### src/rtl/serial_adder.sv
// Bit-serial adder/subtractor: one LSB-first full-adder step per clock.
// Results latch on DONE entry and hold until the next operation completes.
module serial_adder #(
  parameter int WIDTH  = 8,
  parameter bit SUB_EN = 1'b1
) (
  input  logic             clk,
  input  logic             rst,
  input  logic             start,
  input  logic [WIDTH-1:0] a,
  input  logic [WIDTH-1:0] b,
  input  logic             sub,
  output logic             busy,
  output logic             done,
  output logic [WIDTH-1:0] sum,
  output logic             carry_out,
  output logic             overflow
);
  localparam int CW = $clog2(WIDTH + 1);

  typedef enum logic [1:0] {IDLE, RUN, DONE} state_t;

  state_t           state;
  logic [WIDTH-1:0] a_sr, b_sr, res_sr;
  logic             c;
  logic [CW-1:0]    cnt;

  logic             eff_sub, s_bit, c_next;
  logic [WIDTH-1:0] res_next;

  assign eff_sub  = SUB_EN && sub;
  assign s_bit    = a_sr[0] ^ b_sr[0] ^ c;
  assign c_next   = (a_sr[0] & b_sr[0]) | (a_sr[0] & c) | (b_sr[0] & c);
  // Sum bits enter at the MSB so the last step leaves the result aligned.
  assign res_next = (res_sr >> 1) | (WIDTH'(s_bit) << (WIDTH - 1));

  always_ff @(posedge clk) begin
    if (rst) begin
      state     <= IDLE;
      a_sr      <= '0;
      b_sr      <= '0;
      res_sr    <= '0;
      c         <= 1'b0;
      cnt       <= '0;
      busy      <= 1'b0;
      done      <= 1'b0;
      sum       <= '0;
      carry_out <= 1'b0;
      overflow  <= 1'b0;
    end else begin
      case (state)
        IDLE: begin
          done <= 1'b0;
          if (start) begin
            a_sr  <= a;
            b_sr  <= eff_sub ? ~b : b;
            c     <= eff_sub;
            cnt   <= '0;
            busy  <= 1'b1;
            state <= RUN;
          end
        end
        RUN: begin
          res_sr <= res_next;
          a_sr   <= a_sr >> 1;
          b_sr   <= b_sr >> 1;
          c      <= c_next;
          cnt    <= cnt + CW'(1);
          if (cnt == CW'(WIDTH - 1)) begin
            // c still holds the carry into the MSB on this final step
            sum       <= res_next;
            carry_out <= c_next;
            overflow  <= c ^ c_next;
            busy      <= 1'b0;
            done      <= 1'b1;
            state     <= DONE;
          end
        end
        DONE: begin
          done  <= 1'b0;
          state <= IDLE;
        end
        default: state <= IDLE;
      endcase
    end
  end
endmodule

### config.mk
export PLATFORM = sky130hd
export DESIGN_NAME = serial_adder
export DESIGN_NICKNAME = d
export VERILOG_FILES = /design/src/rtl/serial_adder.sv
export SDC_FILE = /design/constraint.sdc
export NUM_CORES = 1
export LEC_CHECK = 0
export CAP_MARGIN = 20
export CORE_MARGIN = 2
export CORE_UTILIZATION = 35
export CTS_CLUSTER_DIAMETER = 100
export DETAILED_ROUTE_END_ITERATION = 10
export MAX_ROUTING_LAYER = met4
export PLACE_DENSITY = 0.61
export SLEW_MARGIN = 40
export SYNTH_ARGS = -nofsm -noshare
export SYNTH_HDL_FRONTEND = slang
export SYNTH_SLANG_ARGS = --single-unit
### constraint.sdc
create_clock -name clk -period 1.65 [get_ports clk]
set_input_delay 0.165 -clock clk [delete_from_list [all_inputs] [get_ports clk]]
set_output_delay 0.165 -clock clk [all_outputs]
set_load 0.005 [all_outputs]
# Yosys cells after proc, flatten, opt, wreduce, memory -nomap -nowiden
# Index checks and enable logic that the tools add are counted.
# word_totals
ff_bits	43
inputBits	20
output_inout_bits	12
elab_cells	53
# op_classes
add_sub_neg	1
eq_ne	5
n_mux	17
bitwise	10
reduce_logical	9
# ops
cell	n
$pmux 8 s2	2
$mux 8	3
$not 8->8	1
$or 7x8->8	1
$pmux 4 s2	1
$reduce_and 2->1	4
$pmux 1 s2	3
$add 4x1->4 const B	1
$eq 4x3->1 const B	1
$mux 1	4
$mux 2	2
$mux 4	1
$ne 2x2->1 const B	2
$pmux 2 s2	1
$reduce_bool 2->1	2
$and 1x1->1	3
$reduce_and 3->1	1
$xor 1x1->1	3
$eq 2x1->1 const B	1
$eq 2x2->1 const B	1
$logic_not 2->1	1
$or 1x1->1	2
$reduce_or 2->1	1

# Depth between registers and ports, before layout
# logic_depth
depth_word	4
ltp_mapped	5
depth_no_buf	4

# Least setup slack after synthesis
# OpenSTA, ideal clock, no wires.
# synth_timing
path_kind	flip-flop to flip-flop
start	register cnt[0]
end	register carry_out
setup_time_ns	0.117
t_arrival_ns	1.206
t_required_ns	1.533
path_slack_ns	0.327
path_stages_with_launch	6
n_path_buf	1
synth_period_minus_slack_ns	1.323
cell_sequence	dfxtp_1 ha_1 and4b_1 a21oi_1 buf_6 a22o_2
# synth_via
elab_chain_cells	2
# synth_lines
item	line_no	text
start, declared	26	logic [CW-1:0] cnt;
start signal, assigned	68	cnt <= cnt + CW'(1);
$eq 4x3->1	69	if (cnt == CW'(WIDTH - 1)) begin
$reduce_and 2->1 (no source line)	n/a	
end signal, assigned	72	carry_out <= c_next;
end, declared	16	output logic carry_out,
# Every way passes these cells.
# A chain may end at the register's enable or synchronous reset.

# Worst setup path in the final report
# Same ends and word-level chain as after synthesis.

==> flow_summary.html <==
<table>
<tr><th>Metric</th><th>Value</th></tr>
<tr><th colspan="2">Layout</th></tr>
<tr><td>Signed area change from the synthesized netlist to the final layout</td><td>29.1%</td></tr>
<tr><td>Total inserted antenna cells</td><td>0</td></tr>
<tr><td>Share of final-layout standard cells stronger than drive strength 1</td><td>0.169</td></tr>
<tr><td>Total of fill cells in the finished design</td><td>526</td></tr>
<tr><td>Final Core Density</td><td>0.463</td></tr>
<tr><td>Number of nets in the final layout</td><td>257</td></tr>
<tr><th colspan="2">Clocking</th></tr>
<tr><td># hold bufs at CTS</td><td>0</td></tr>
<tr><td>Clock tree from TritonCTS</td><td>done</td></tr>
<tr><td>Register clock-pin slew on the reported worst setup and hold paths</td><td>80 ps</td></tr>
<tr><td>Post-CTS setup buffer count</td><td>0</td></tr>
<tr><td>Number of buffers on the longest clock path</td><td>2</td></tr>
<tr><td>Clock Root Buffer</td><td>clkbuf_8</td></tr>
<tr><td>CTS-repair resized insts</td><td>0</td></tr>
<tr><td>Max H-tree Level</td><td>2</td></tr>
<tr><td>CTS Sinks</td><td>42</td></tr>
<tr><td>Worst-Skew Late Latency</td><td>300 ps</td></tr>
<tr><td>Number of buffers created by CTS</td><td>5</td></tr>
<tr><th colspan="2">STA</th></tr>
<tr><td>Final Hold Viols</td><td>0</td></tr>
<tr><td>Time the final worst path needs with I/O delays and setup</td><td>1450 ps</td></tr>
<tr><td>Final total negative setup slack</td><td>0 ps</td></tr>
<tr><td>Final count of negative-setup-slack endpoints</td><td>0</td></tr>
<tr><td>Timing-limited maximum frequency</td><td>0.690 GHz</td></tr>
<tr><td>Transition time at the pin with the least slew margin</td><td>450 ps</td></tr>
<tr><td>Post-Route Skew</td><td>6.54 ps</td></tr>
<tr><td>Post-route clock period utilization</td><td>0.878</td></tr>
<tr><td>Pins Over Slew Limit</td><td>0</td></tr>
<tr><td>Unrepaired setup endpoints after global routing</td><td>false</td></tr>
<tr><td>Relative max-transition margin</td><td>0.700</td></tr>
<tr><th colspan="2">Place</th></tr>
<tr><td># port buffers</td><td>31</td></tr>
<tr><td>Final weighted congestion in routability-driven placement</td><td>0.749</td></tr>
<tr><td>Hpwl dp</td><td>2.57 mm</td></tr>
<tr><th colspan="2">Drt</th></tr>
<tr><td>Post-route antenna net violation count</td><td>0</td></tr>
<tr><td>Detail-routed via count per cell</td><td>4.86</td></tr>
<tr><td>Aggregate routed wire length</td><td>3.56 mm</td></tr>
<tr><td>Starting DRC count in detailed routing</td><td>78</td></tr>
<tr><td>Count of TritonRoute iterations in the first routing pass</td><td>4</td></tr>
<tr><td>Drt drc</td><td>0</td></tr>
<tr><td>Wire per inst</td><td>11.6 µm</td></tr>
<tr><td>Overall via count from detail_route</td><td>1,486</td></tr>
<tr><th colspan="2">Synthesis</th></tr>
<tr><td>Synthesis Warnings</td><td>0</td></tr>
<tr><td>Number of different library cells in the post-synthesis netlist</td><td>36</td></tr>
<tr><td>Per-instance average area after synthesis</td><td>9.15 µm²</td></tr>
<tr><td>Post-synth top area cell</td><td>dfxtp_1</td></tr>
<tr><td>Post-synthesis register bit count</td><td>42</td></tr>
<tr><td>Post-synthesis cell count</td><td>199</td></tr>
<tr><td>Share of Yosys cell area claimed by the top area cell type</td><td>0.462</td></tr>
<tr><td>Ranking of synthesized cells by area</td><td>dfxtp_1, a21oi_1, a22o_2</td></tr>
<tr><td>FFs w/ async S/R, synth</td><td>0</td></tr>
<tr><td>Netlist area before placement</td><td>0.00182 mm²</td></tr>
<tr><td>Number of synthesized flops with an enable pin</td><td>0</td></tr>
<tr><td>Most frequently used flop master after synthesis</td><td>dfxtp_1</td></tr>
<tr><td>Portion of the post-synthesis area used by sequential elements</td><td>0.462</td></tr>
<tr><td>Synthesized netlist net count</td><td>221</td></tr>
<tr><th colspan="2">Global route</th></tr>
<tr><td>Number of antenna violations at the first check in global routing</td><td>0</td></tr>
<tr><td>Combined global-route utilization of all metal layers</td><td>0.137</td></tr>
<tr><td>Number of global-route vias before repair</td><td>1,305</td></tr>
<tr><td>Total global routing overflow</td><td>0</td></tr>
<tr><td>First-pass GRT wire length</td><td>6.24 mm</td></tr>
<tr><td>Largest net degree at the start of global routing</td><td>18</td></tr>
<tr><th colspan="2">Floorplan</th></tr>
<tr><td>Die H</td><td>76.1 µm</td></tr>
<tr><td>IO Count</td><td>32</td></tr>
<tr><td>Core area</td><td>0.00507 mm²</td></tr>
<tr><td>Std cell rows</td><td>26</td></tr>
<tr><td>Die Span X</td><td>76.1 µm</td></tr>
<tr><td>Initial Util</td><td>0.359</td></tr>
<tr><td>Full die area</td><td>0.00579 mm²</td></tr>
<tr><th colspan="2">Power and ir drop</th></tr>
<tr><td>Cell leakage power</td><td>0.880 nW</td></tr>
<tr><td>Worst supply voltage drop on vdd</td><td>0.000444 V</td></tr>
<tr><td>Total power density per cell area</td><td>919 mW/mm²</td></tr>
<tr><th colspan="2">Setup path</th></tr>
<tr><td>CP endpoint kind</td><td>register</td></tr>
<tr><td>RR Endpoint</td><td>carry_out</td></tr>
<tr><td>Worst path required time</td><td>1840 ps</td></tr>
<tr><td>Crit path launch type</td><td>register</td></tr>
<tr><td>R2r setup slk</td><td>200 ps</td></tr>
<tr><td>Arrival time at the worst endpoint</td><td>1640 ps</td></tr>
<tr><td>Slowest cell on the critical path</td><td>dfxtp_1</td></tr>
<tr><td>Worst setup path end</td><td>carry_out</td></tr>
<tr><td>Largest stage delay on the critical path</td><td>370 ps</td></tr>
<tr><td>Crit path launch</td><td>cnt[0]</td></tr>
<tr><td>Reg2Reg Launch Point</td><td>cnt[0]</td></tr>
<tr><td>Critical-path cell list</td><td>ha_1 -&gt; and4b_1 -&gt; a21oi_1 -&gt; buf_4 -&gt; a22o_2</td></tr>
<tr><td>Maximum fanout count along the critical path</td><td>11</td></tr>
<tr><td>Critical setup path kind</td><td>register to register</td></tr>
<tr><td>Path depth of the worst reg2reg path</td><td>5</td></tr>
<tr><th colspan="2">Hold path</th></tr>
<tr><td>Worst Hold Launch</td><td>res_sr[1]</td></tr>
<tr><td>Class of the most critical hold timing path</td><td>register to register</td></tr>
<tr><th colspan="2">Run status</th></tr>
<tr><td>Outcome</td><td>finished clean</td></tr>
<tr><th colspan="2">Run</th></tr>
<tr><td>Number of maximum-capacitance constraint violations</td><td>0</td></tr>
</table>
[how the worst min path moves through the flow]
stage               slack [ps]  cells after the start   endpoint
floorplan                  330                      2    b_sr[6]
global placement           450                      1       busy
detailed placement         450                      2  res_sr[1]
CTS                        460                      2  res_sr[1]
global route               500                      2  res_sr[2]
finish                     460                      2  res_sr[1]
[report_power, final]
group          internal (mW)  switching [mW]
logic                  0.140           0.118
clock network          0.450           0.366
registers               1.06          0.0316
total                   1.65           0.516
[worst max-delay path, delay by kind of cell (launching register included)]
kind | cells | cell delay (ps)
compound gates | 2 | 350
fa+ha+maj | 1 | 200
buf+inv | 1 | 190
flops | 1 | 370
simple gates | 1 | 240
[cell usage after synthesis, types with 2 or more instances]
master / number
dfxtp_1: 42
a21oi_1: 23
nand2_1: 18
nor2_1: 17
inv_1: 11
a22o_2: 8
a22oi_1: 8
clkbuf_1: 7
o221a_2: 7
o22ai_1: 7
xnor2_1: 7
buf_2: 6
buf_4: 3
nand3_1: 3
a221oi_1: 2
a22o_1: 2
buf_6: 2
nand2b_1: 2
nor2b_1: 2
o21ai_0: 2
o21bai_1: 2
o31ai_1: 2
or3_1: 2
xor2_1: 2
[cell families (layout without fill, tap and decap cells)]
group | Yosys count | after routing | share of synthesized area
AO/OA/AOI/OAI | 66 | 66 | 0.261
XOR/XNOR | 9 | 9 | 0.0433
adder cells (fa/ha/maj) | 2 | 2 | 0.0179
buffers and inverters | 29 | 66 | 0.0784
flip-flops | 42 | 42 | 0.462
multiplexers | 1 | 1 | 0.00550
AND/OR/NAND/NOR | 50 | 50 | 0.132
[layout by cell type, fill, tap and decap left out, types with 2 or more instances in the layout]
cell type	count
dfxtp_1	42
clkdlybuf4s50_1	31
a21oi_1	23
nand2_1	18
nor2_1	17
buf_4	16
inv_1	11
a22o_2	8
a22oi_1	8
o221a_2	7
xnor2_1	7
o22ai_1	7
clkbuf_8	5
nand3_1	3
nand2b_1	2
o21bai_1	2
xor2_1	2
o31ai_1	2
o21ai_0	2
a221oi_1	2
nor2b_1	2
or3_1	2
a22o_1	2
clkinvlp_4	2
[cell type report]
class,count,area [µm²],share of cell area
clock buffers,5,68.8,0.0293
clock inverters,3,45.0,0.0192
inverters,11,41.3,0.0176
repair buffers,47,430,0.183
multi-input cells,128,837,0.356
flip-flops and latches,42,841,0.358
well taps,70,87.6,0.0373
[per-stage QoR]
step | cells | power (mW) | hold WS [ps] | instance area [µm²] | setup slack [ps]
floorplan | 199 | 1.27 | 328 | 1820 | 327
global placement | 298 | 1.37 | 449 | 2240 | 191
detailed placement | 298 | 1.37 | 451 | 2240 | 165
CTS | 306 | 2.20 | 464 | 2350 | 193
global route | 306 | 2.28 | 503 | 2350 | 87.0
finish | 306 | 2.16 | 464 | 2350 | 201
[registers in the layout (all words and copies together) (netlist names), 2 cells and up]
name / cells
res_sr: 7
b_sr: 8
cnt: 4
a_sr: 8
state: 2
sum: 8
[per-layer routing]
layer | share of wire | vias to the layer above | track usage
met5 | 0 | - | -
met4 | 0.017 | 0 | 0.0545
met3 | 0.048 | 6 | 0.0403
met2 | 0.43 | 37 | 0.191
met1 | 0.51 | 670 | 0.186
li1 | - | 773 | -
Note: power is estimated with default switching activity, not from simulation.
==> patch, RTL diff (same settings) <==
Make the reset (`rst`) asynchronous in one clocked block.
--- a/src/rtl/serial_adder.sv
+++ b/src/rtl/serial_adder.sv
@@ -34,7 +34,7 @@
   // Sum bits enter at the MSB so the last step leaves the result aligned.
   assign res_next = (res_sr >> 1) | (WIDTH'(s_bit) << (WIDTH - 1));
 
-  always_ff @(posedge clk) begin
+  always_ff @(posedge clk or posedge rst) begin
     if (rst) begin
       state     <= IDLE;
       a_sr      <= '0;
Check against the original RTL: differs if rst is asserted again (counterexample within 4 cycles, from zero or initial values and one cycle with rst high); with rst held inactive, the same outputs for 10 cycles.
==> patch against the unedited design <==
Clock skew is 0.0028 ns higher. Routed wire length shrank 5.9%. Setup slack got worse by 0.11 ns. Area after synthesis increased by 1.2%. Non-clock buffer count is 7 lower. Final area hardly changed. Sequential cell count stayed put. Critical path type unchanged. Critical endpoint is now sum[2]. Largest cell class unchanged.
Power is not compared: it rests on default switching activity, and its combinational part moved more than twofold at a synthesized area within 25%.
==> patch: results (changes against the unedited design) <==
status finished clean; CTS Buffer Depth 2 (unchanged); DPL Wire Length 2400 microns (-6.8%); pin count of the biggest net entering global routing 43 (+25); synth cell count leaders 42 x dfrtp_1, 11 x mux2_2, 9 x nand2_1, 9 x xor2_1; Post-CTS Setup Bufs 0 (unchanged); critical path type reg -> reg; nets 202 (-21%); clk root buf clkbuf_8; CP arrival 1.73 ns (+0.09 ns); fraction of the mapped netlist area in compound gates 13.2% (-13 points); yosys warns 0 (unchanged); Peak VDD IR 545 uV; first-pass GRT wire length 5950 microns (-4.8%); Synth Area in Adders 1.77% (-0.022 points); GRT Total Usage 13.2% (-0.55 points); reg2reg start cnt[0]; syn nets 165 (-25%); CP Max Fanout 13 (+2); synth unique cells 26 (-28%); layout cells sized above 1 15.6% (-1.4 points); Final Skew 0.00929 ns (+0.00276 ns); post-place setup slack -0.0598 ns (-0.225 ns); initial antenna violation count 0 (unchanged); Slew HR 53.8% (-16 points); number of global-route vias before repair 1,311 (+0.46%); Async SR Flop Fraction 100% (+100 points); clk slew on worst S/H paths 0.08 ns (about the same); Post-Synth XOR/XNOR Area 4.28% (-0.053 points); GP Congestion 0.744 (-0.76%); post-synthesis mux area share 11.5% (+11 points); Hold Crit Class in -> async; Filler cells 489 (-7.0%); largest cells by area after synthesis dfrtp_1 57%, mux2_2 6.7%, mux2_1 4.3%; worst r2r dst sum[2]; fin worst setup slack 0.0867 ns (-0.115 ns); drt total wl 3360 microns (-5.9%); Detailed Route Iter0 Violations 85 (+9.0%); Seq/Total Area, Yosys 57.0% (+11 points); Sw Ratio 30.0%; routed vias/inst 4.96 (+2.1%); Inserted Clock Buffers 5 (unchanged); clk_lat worst skew 0.28 ns (-0.02 ns)
[patch: cell count changes in the layout (fill, tap and decap cells not counted), sizes merged, moves of 9 or more]
cell,before,now
a21oi,23,3
dfrtp,0,42
dfxtp,42,0
mux2,0,18
nand2,18,9
nor2,17,1
[patch: cells by family after synthesis]
logic type | after synthesis
multiplexers | 19
buffers and inverters | 13
flip-flops | 42
AO/OA/AOI/OAI | 33
AND/OR/NAND/NOR | 25
adder cells (fa/ha/maj) | 2
XOR/XNOR | 9
[patch: routing by layer]
metal | wire [microns] | GRT usage (%) | vias up
met5 | 0 | - | -
met4 | 14 | 4.73 | 0
met3 | 138 | 3.55 | 2
met2 | 1690 | 21.7 | 33
met1 | 1520 | 15.5 | 626
li1 | - | - | 579
[patch: how the worst min path moves through the flow]
stage / start / end
5_1_grt: rst / sum[1]
6_report: rst / sum[1]
2_1_floorplan: a[7] / a_sr[7]
3_3_place_gp: a_sr[2] / a_sr[2]
3_5_place_dp: sum[5] / sum[5]
4_1_cts: rst / overflow
[patch: cell type report]
class	count	area share (%)
inverter	3	0.479
timing repair buffer	40	16.6
tap	70	3.72
clock inverter	1	0.319
multi-input combinational	88	31.1
clock buffer	6	3.09
sequential	42	44.7
[patch: metrics by stage]
stage	setup TNS [ns]	hold slack (ns)	cell area (sq um)	cells
detailed placement	-0.357	0.475	2270	243
global route	0	0.398	2350	250
finish	0	0.317	2350	250
CTS	0	0.327	2350	250
floorplan	0	0.298	1840	143
global placement	0	0.464	2270	243
[patch: power groups by stage]
| stage | sequential (mW) | combinational [mW] | clock (mW) |
|---|---|---|---|
| after floorplan | 1.66 | 0.816 | 0 |
| after global placement | 1.68 | 1.28 | 0 |
| after detailed placement | 1.70 | 1.34 | 0 |
| after CTS | 1.69 | 1.34 | 0.637 |
| after global routing | 1.74 | 1.47 | 0.674 |
| final | 1.69 | 1.32 | 0.605 |
[patch: critical path, stage by stage (launching register included)]
cell	delay, ns
dfrtp_1	0.39
ha_2	0.21
nand2_1	0.10
nor3b_4	0.23
buf_12	0.17
mux2_2	0.33
